<file path="src/rtl/fwpit_sched_pkg.sv">
// Shared types and constants for the fwpit_sched PIT initiator / timer multiplexer.
package fwpit_sched_pkg;

  typedef enum logic [2:0] {
    S_INIT_MOD,
    S_INIT_CTRL,
    S_IDLE,
    S_ACK,
    S_TICK,
    S_CFG_MOD,
    S_CFG_CTRL
  } state_e;

  localparam logic [3:0]  WB_SEL         = 4'hF;
  localparam logic        WB_WE          = 1'b1;

  localparam logic [2:0]  DEF_MOD_ADDR   = 3'd1;
  localparam logic [2:0]  DEF_CTRL_ADDR  = 3'd0;
  localparam logic [31:0] DEF_MOD_INIT   = 32'd1000;
  localparam logic [31:0] DEF_CTRL_INIT  = 32'h0000_000B;
  localparam logic [31:0] DEF_CTRL_ACK   = 32'h0000_000F;

endpackage

</file>
<file path="src/rtl/fwpit_sched_chan.sv">
// One virtual timer channel: tick counter, latched period, periodic flag, expiry flop.
module fwpit_sched_chan
  import fwpit_sched_pkg::*;
#(
  parameter int unsigned TW = 16
) (
  input  logic          clk_i,
  input  logic          rst_n_i,
  input  logic          tick_i,
  input  logic          load_i,
  input  logic [TW-1:0] period_i,
  input  logic          periodic_i,
  output logic          active_o,
  output logic          expire_o
);

  logic [TW-1:0] count_q;
  logic [TW-1:0] period_q;
  logic          periodic_q;
  logic          active_q;
  logic          expire_q;

  // Load/cancel has priority over a tick landing in the same cycle.
  always_ff @(posedge clk_i or negedge rst_n_i) begin
    if (!rst_n_i) begin
      count_q    <= '0;
      period_q   <= '0;
      periodic_q <= 1'b0;
      active_q   <= 1'b0;
      expire_q   <= 1'b0;
    end else begin
      expire_q <= 1'b0;
      if (load_i) begin
        if (period_i == '0) begin
          active_q <= 1'b0;
        end else begin
          count_q    <= period_i;
          period_q   <= period_i;
          periodic_q <= periodic_i;
          active_q   <= 1'b1;
        end
      end else if (tick_i && active_q) begin
        if (count_q == TW'(1)) begin
          expire_q <= 1'b1;
          if (periodic_q) begin
            count_q <= period_q;
          end else begin
            active_q <= 1'b0;
          end
        end else begin
          count_q <= count_q - TW'(1);
        end
      end
    end
  end

  assign active_o = active_q;
  assign expire_o = expire_q;

endmodule

</file>
<file path="src/rtl/fwpit_sched.sv">
// PIT Wishbone initiator plus N_CH virtual software timers driven by the PIT tick.
// Optional FWPIT_SCHED_TICKCNT_EN adds tick_count / tick_overrun outputs.
module fwpit_sched
  import fwpit_sched_pkg::*;
#(
  parameter int unsigned N_CH      = 4,
  parameter int unsigned TW        = 16,
  parameter logic [2:0]  MOD_ADDR  = DEF_MOD_ADDR,
  parameter logic [2:0]  CTRL_ADDR = DEF_CTRL_ADDR,
  parameter logic [31:0] MOD_INIT  = DEF_MOD_INIT,
  parameter logic [31:0] CTRL_INIT = DEF_CTRL_INIT,
  parameter logic [31:0] CTRL_ACK  = DEF_CTRL_ACK
) (
  input  logic               clock,
  input  logic               reset_n,
  output logic [2:0]         pit_adr,
  output logic [31:0]        pit_dat_w,
  input  logic [31:0]        pit_dat_r,
  output logic               pit_cyc,
  output logic               pit_stb,
  output logic               pit_we,
  output logic [3:0]         pit_sel,
  input  logic               pit_ack,
  input  logic               pit_irq,
  input  logic               cfg_req,
  input  logic [31:0]        cfg_mod,
  output logic               cfg_ack,
  output logic               ready,
  input  logic [N_CH-1:0]    ch_load,
  input  logic [N_CH*TW-1:0] ch_period,
  input  logic [N_CH-1:0]    ch_periodic,
  output logic [N_CH-1:0]    ch_active,
`ifdef FWPIT_SCHED_TICKCNT_EN
  output logic [31:0]        tick_count,
  output logic               tick_overrun,
`endif
  output logic [N_CH-1:0]    ch_expire
);

  state_e      state_q, state_d;
  logic        hold_q, hold_d;
  logic [31:0] mod_q, mod_d;
  logic        ready_q;
  logic        cfg_ack_q;
  logic        wr_en;
  logic [2:0]  wr_adr;
  logic [31:0] wr_dat;
  logic        tick;

  logic unused_dat_r;
  assign unused_dat_r = ^pit_dat_r;

  // hold_q forces one idle bus cycle between chained writes and keeps the bus quiet in reset.
  always_comb begin
    state_d = state_q;
    hold_d  = 1'b0;
    mod_d   = mod_q;
    wr_en   = 1'b0;
    wr_adr  = '0;
    wr_dat  = '0;
    unique case (state_q)
      S_INIT_MOD: begin
        wr_en  = !hold_q;
        wr_adr = MOD_ADDR;
        wr_dat = MOD_INIT;
        if (wr_en && pit_ack) begin
          state_d = S_INIT_CTRL;
          hold_d  = 1'b1;
        end
      end
      S_INIT_CTRL: begin
        wr_en  = !hold_q;
        wr_adr = CTRL_ADDR;
        wr_dat = CTRL_INIT;
        if (wr_en && pit_ack) state_d = S_IDLE;
      end
      S_IDLE: begin
        if (pit_irq) begin
          state_d = S_ACK;
        end else if (cfg_req && !cfg_ack_q) begin
          mod_d   = cfg_mod;
          state_d = S_CFG_MOD;
        end
      end
      S_ACK: begin
        wr_en  = !hold_q;
        wr_adr = CTRL_ADDR;
        wr_dat = CTRL_ACK;
        if (wr_en && pit_ack) state_d = S_TICK;
      end
      S_TICK: state_d = S_IDLE;
      S_CFG_MOD: begin
        wr_en  = !hold_q;
        wr_adr = MOD_ADDR;
        wr_dat = mod_q;
        if (wr_en && pit_ack) begin
          state_d = S_CFG_CTRL;
          hold_d  = 1'b1;
        end
      end
      S_CFG_CTRL: begin
        wr_en  = !hold_q;
        wr_adr = CTRL_ADDR;
        wr_dat = CTRL_INIT;
        if (wr_en && pit_ack) state_d = S_IDLE;
      end
      default: state_d = S_INIT_MOD;
    endcase
    if (!wr_en) begin
      wr_adr = '0;
      wr_dat = '0;
    end
  end

  // FSM state, bus-quiet flag, latched modulo and status flags.
  always_ff @(posedge clock or negedge reset_n) begin
    if (!reset_n) begin
      state_q   <= S_INIT_MOD;
      hold_q    <= 1'b1;
      mod_q     <= '0;
      ready_q   <= 1'b0;
      cfg_ack_q <= 1'b0;
    end else begin
      state_q   <= state_d;
      hold_q    <= hold_d;
      mod_q     <= mod_d;
      ready_q   <= ready_q | ((state_q == S_INIT_CTRL) && wr_en && pit_ack);
      cfg_ack_q <= (state_q == S_CFG_CTRL) && wr_en && pit_ack;
    end
  end

  assign pit_cyc   = wr_en;
  assign pit_stb   = wr_en;
  assign pit_we    = wr_en & WB_WE;
  assign pit_sel   = wr_en ? WB_SEL : '0;
  assign pit_adr   = wr_adr;
  assign pit_dat_w = wr_dat;
  assign ready     = ready_q;
  assign cfg_ack   = cfg_ack_q;

  assign tick = (state_q == S_TICK);

  for (genvar g = 0; g < N_CH; g++) begin : g_ch
    fwpit_sched_chan #(.TW(TW)) u_chan (
      .clk_i      (clock),
      .rst_n_i    (reset_n),
      .tick_i     (tick),
      .load_i     (ch_load[g]),
      .period_i   (ch_period[g*TW +: TW]),
      .periodic_i (ch_periodic[g]),
      .active_o   (ch_active[g]),
      .expire_o   (ch_expire[g])
    );
  end

`ifdef FWPIT_SCHED_TICKCNT_EN
  logic [31:0] tick_cnt_q;
  logic        tick_exit_q;
  logic        overrun_q;

  // Tick counter; overrun flags an IRQ still high the cycle after a tick was serviced.
  always_ff @(posedge clock or negedge reset_n) begin
    if (!reset_n) begin
      tick_cnt_q  <= '0;
      tick_exit_q <= 1'b0;
      overrun_q   <= 1'b0;
    end else begin
      if (tick) tick_cnt_q <= tick_cnt_q + 32'd1;
      tick_exit_q <= tick;
      if (tick_exit_q && pit_irq) overrun_q <= 1'b1;
    end
  end

  assign tick_count   = tick_cnt_q;
  assign tick_overrun = overrun_q;
`endif

endmodule

</file>
<file path="config.mk">
export PLATFORM = sky130hd
export DESIGN_NAME = fwpit_sched
export DESIGN_NICKNAME = d
export VERILOG_FILES = /design/src/rtl/fwpit_sched_pkg.sv /design/src/rtl/fwpit_sched_chan.sv /design/src/rtl/fwpit_sched.sv
export SDC_FILE = /design/constraint.sdc
export NUM_CORES = 1
export LEC_CHECK = 0
export CORE_MARGIN = 2
export CORE_UTILIZATION = 35
export DETAILED_ROUTE_END_ITERATION = 16
export PLACE_DENSITY_LB_ADDON = 0.15
export SYNTH_ARGS = -nofsm -noshare
export SYNTH_HDL_FRONTEND = slang
export SYNTH_HIERARCHICAL = 1
export SYNTH_SLANG_ARGS = --single-unit
</file>
<file path="constraint.sdc">
create_clock -name clock -period 2.65 [get_ports clock]
set_input_delay 0.53 -clock clock [delete_from_list [all_inputs] [get_ports clock]]
set_output_delay 0.53 -clock clock [all_outputs]
set_load 0.05 [all_outputs]
</file>
==> impl_metrics.json <==
{
  "synth_area_leaders": "dfrtp_1 (43%), nand2_1 (5.2%), mux2_4 (4.4%)",
  "clk_path_buf_depth": 2,
  "start_util_pct": 35.8,
  "yosys.area.top_type": "dfrtp_1",
  "rsz0062_at_grt": "no",
  "final_cell_area_sq_mm": 0.0136,
  "power_density_mw_per_mm2": 772,
  "finalMaxSlewViolations": 0,
  "timing.final.crit_period_ps": 2470,
  "clkSinkCount": 178,
  "dieArea_sq_mm": 0.0309,
  "hpwl_microns": 21500,
  "synth_xor_area_share_pct": 0.0847,
  "synth.avg_cell_area_sq_um": 9.56,
  "cts_hold_buf": 0,
  "cts_made_buffers": 17,
  "power_leakage_nw": 5.87,
  "netlist_area_sq_mm": 0.0103,
  "status": "completed",
  "finClkSkew_ps": 12.9,
  "vias": 9117,
  "ant_nets": 0,
  "clock_latency_ps": 430,
  "syn_inst": 1081,
  "report.final.setup_viol": 0,
  "seq_area_frac_synth_pct": 43.1,
  "gr-total-overflow": 0,
  "cp.arrival_ps": 1940,
  "yosys.area_share.simple_pct": 22.4,
  "area_growth_pct": 31.3,
  "routabilityCongestion": 0.869,
  "muxShareOfSynthArea_pct": 6.41,
  "synth_seq_cells": 178,
  "synth_top_family_by_area": "simple AND/OR/NAND/NOR gates",
  "final_nets": 1425,
  "fin_tns_setup_ps": 0,
  "required_ps": 2120,
  "die_h_microns": 176,
  "grt_max_degree": 67,
  "drive_above_1_share_pct": 19.6,
  "synth_cell_types": 65,
  "reg2regPathDepth": 7,
  "synth_compound_area_share_pct": 21.6,
  "crit_type": "reg -> out",
  "place_area_sq_mm": 0.0129,
  "ir_drop_mv": 1.01,
  "slew-limit-headroom_pct": 40.0,
  "synth_ff_type": "dfrtp_1",
  "start_kind": "flop",
  "clkTransAtPathRegs_ps": 70,
  "numPortBuffers": 158,
  "row_count": 62,
  "core_sq_mm": 0.0289,
  "antenna_found_initial": 1,
  "synth_edf_count": 0,
  "end_kind": "primary output",
  "wl_microns": 29300,
  "root_buffer": "clkbuf_16",
  "via_per_inst": 5.45,
  "hold_viol": 0,
  "max_cap_violations": 0,
  "grt.total_usage_pct": 19.5,
  "synthAdderAreaFrac_pct": 0.968,
  "drtIter0Drc": 522,
  "synth_warnings": 6,
  "synthArstFlopShare_pct": 100,
  "firstDrtPassIters": 4,
  "hp-class": "in -> async",
  "crit_fanout": 8,
  "tightest_slew_ps": 889,
  "synth_top_area_share_pct": 42.8,
  "finalCritPeriodShare_pct": 93.3,
  "max_freq_mhz": 405,
  "htree_num_levels": 4,
  "drcViolationCount": 0,
  "cts_tree": "built",
  "grt_first_pass_wirelength_microns": 48400,
  "io_pins": 193,
  "die_width_microns": 176,
  "grt_pass1_vias": 9113,
  "r2r_setup_slack_ps": 210,
  "wl_per_cell_microns": 17.5
}
## cell usage in the layout, fill, tap and decap left out, types with 10 or more instances in the layout
cell type / n
nor3_1: 40
or3_1: 15
a21oi_1: 36
o21ai_0: 64
o211ai_1: 14
a31oi_1: 29
mux2_4: 30
or4_1: 12
mux2_2: 10
o22ai_1: 20
nor4_1: 32
buf_4: 99
inv_1: 41
and2_1: 24
o21ai_1: 30
clkbuf_16: 17
nand3_1: 21
a21o_1: 10
nor2_1: 46
a22o_1: 17
clkdlybuf4s50_1: 117
dfrtp_1: 176
o21a_1: 20
nand2_1: 144
buf_12: 29
mux2i_1: 10
o31ai_1: 20
## report_power, final
group          internal, mW  switching, mW  total (mW)  leakage [nW]
clock network          1.58           1.17        2.75         0.310
logic                  1.69           2.24        3.93          3.40
registers              3.29          0.508        3.80          2.16
## per-layer routing
metal,track usage (%),share of wire [%],vias up
li1,-,-,4431
met3,5.54,6.8,30
met2,30.6,45,237
met4,4.92,1.2,2
met5,0,0.044,-
met1,26.4,47,4417
## flip-flops by register name, summed over array words and instances, names as in the netlist
name	flops
hold_q	1
g_ch.u_chan/expire_o	4
g_ch.u_chan/periodic_q	4
g_ch.u_chan/period_q	64
cfg_ack	1
g_ch.u_chan/count_q	64
ready	1
mod_q	32
state_q	3
g_ch.u_chan/active_o	4
## through the flow
stage	hold WS [ps]	setup slack (ps)	cells	util [%]	total power, mW
detailed placement	450	-154	1640	44.8	7.77
global route	20.3	38.2	1673	47.0	11.1
CTS	2.44	68.5	1672	47.0	10.6
floorplan	234	12.3	1082	-	6.54
finish	4.07	178	1674	47.0	10.5
global placement	440	-116	1640	44.8	7.73
## synth_stat cells, types with 9 or more instances
| cell type | n |
|---|---|
| a21oi_1 | 36 |
| nor4_1 | 32 |
| nand2_1 | 144 |
| inv_1 | 41 |
| mux2_4 | 30 |
| or4_1 | 12 |
| or3_1 | 15 |
| o211ai_1 | 14 |
| nor2_1 | 46 |
| buf_6 | 11 |
| o22ai_1 | 20 |
| clkbuf_1 | 32 |
| and2_1 | 24 |
| a211oi_1 | 9 |
| buf_2 | 18 |
| o21ai_0 | 64 |
| o21a_1 | 20 |
| o21ai_1 | 30 |
| nor3_1 | 40 |
| mux2_2 | 10 |
| dfrtp_1 | 177 |
| mux2i_1 | 10 |
| nand3_1 | 21 |
| a21o_1 | 10 |
| o31ai_1 | 20 |
| a31oi_1 | 29 |
| a22o_1 | 17 |
## cell type report
type | instances | area (sq um)
Timing Repair Buffer | 246 | 2510
Antenna cell | 1 | 2.50
Inverter | 41 | 154
Multi-Input combinational cell | 792 | 5340
Fill cell | 2733 | 15300
Clock buffer | 20 | 467
Clock inverter | 12 | 166
Tap cell | 384 | 480
Sequential cell | 178 | 4460
## repair_timing
| item | in CTS | in global routing |
|---|---|---|
| gates resized for setup | 1 | 0 |
| setup endpoints to repair | 23 | 23 |
| buffers inserted | 0 | 1 |
## cells by family after synthesis
logic type,Yosys count
AOI/OAI and AO/OA,320
muxes,50
other,1
buffers and inverters,112
xor gates and xnor gates,1
and+or+nand+nor,411
DFF,178
adders and majority gates,8
## path summary, 6_finish.rpt
check	start	endpoint
min in group clock	ready	ready
worst min register to register	ready	ready
max in group asynchronous	reset_n	g_ch[3].u_chan/count_q[14]
worst max-delay path	state_q[2]	pit_we
worst max register to register	g_ch[3].u_chan/count_q[1]	g_ch[3].u_chan/count_q[0]
worst min-delay path	reset_n	g_ch[1].u_chan/period_q[0]
## worst max-delay path, stage by stage, from the launching register on
cell and delay (ps):
dfrtp_2 430, buf_4 170, xnor2_1 140, a211oi_2 480, buf_4 290
No activity file was read; power rests on OpenSTA's default activity.
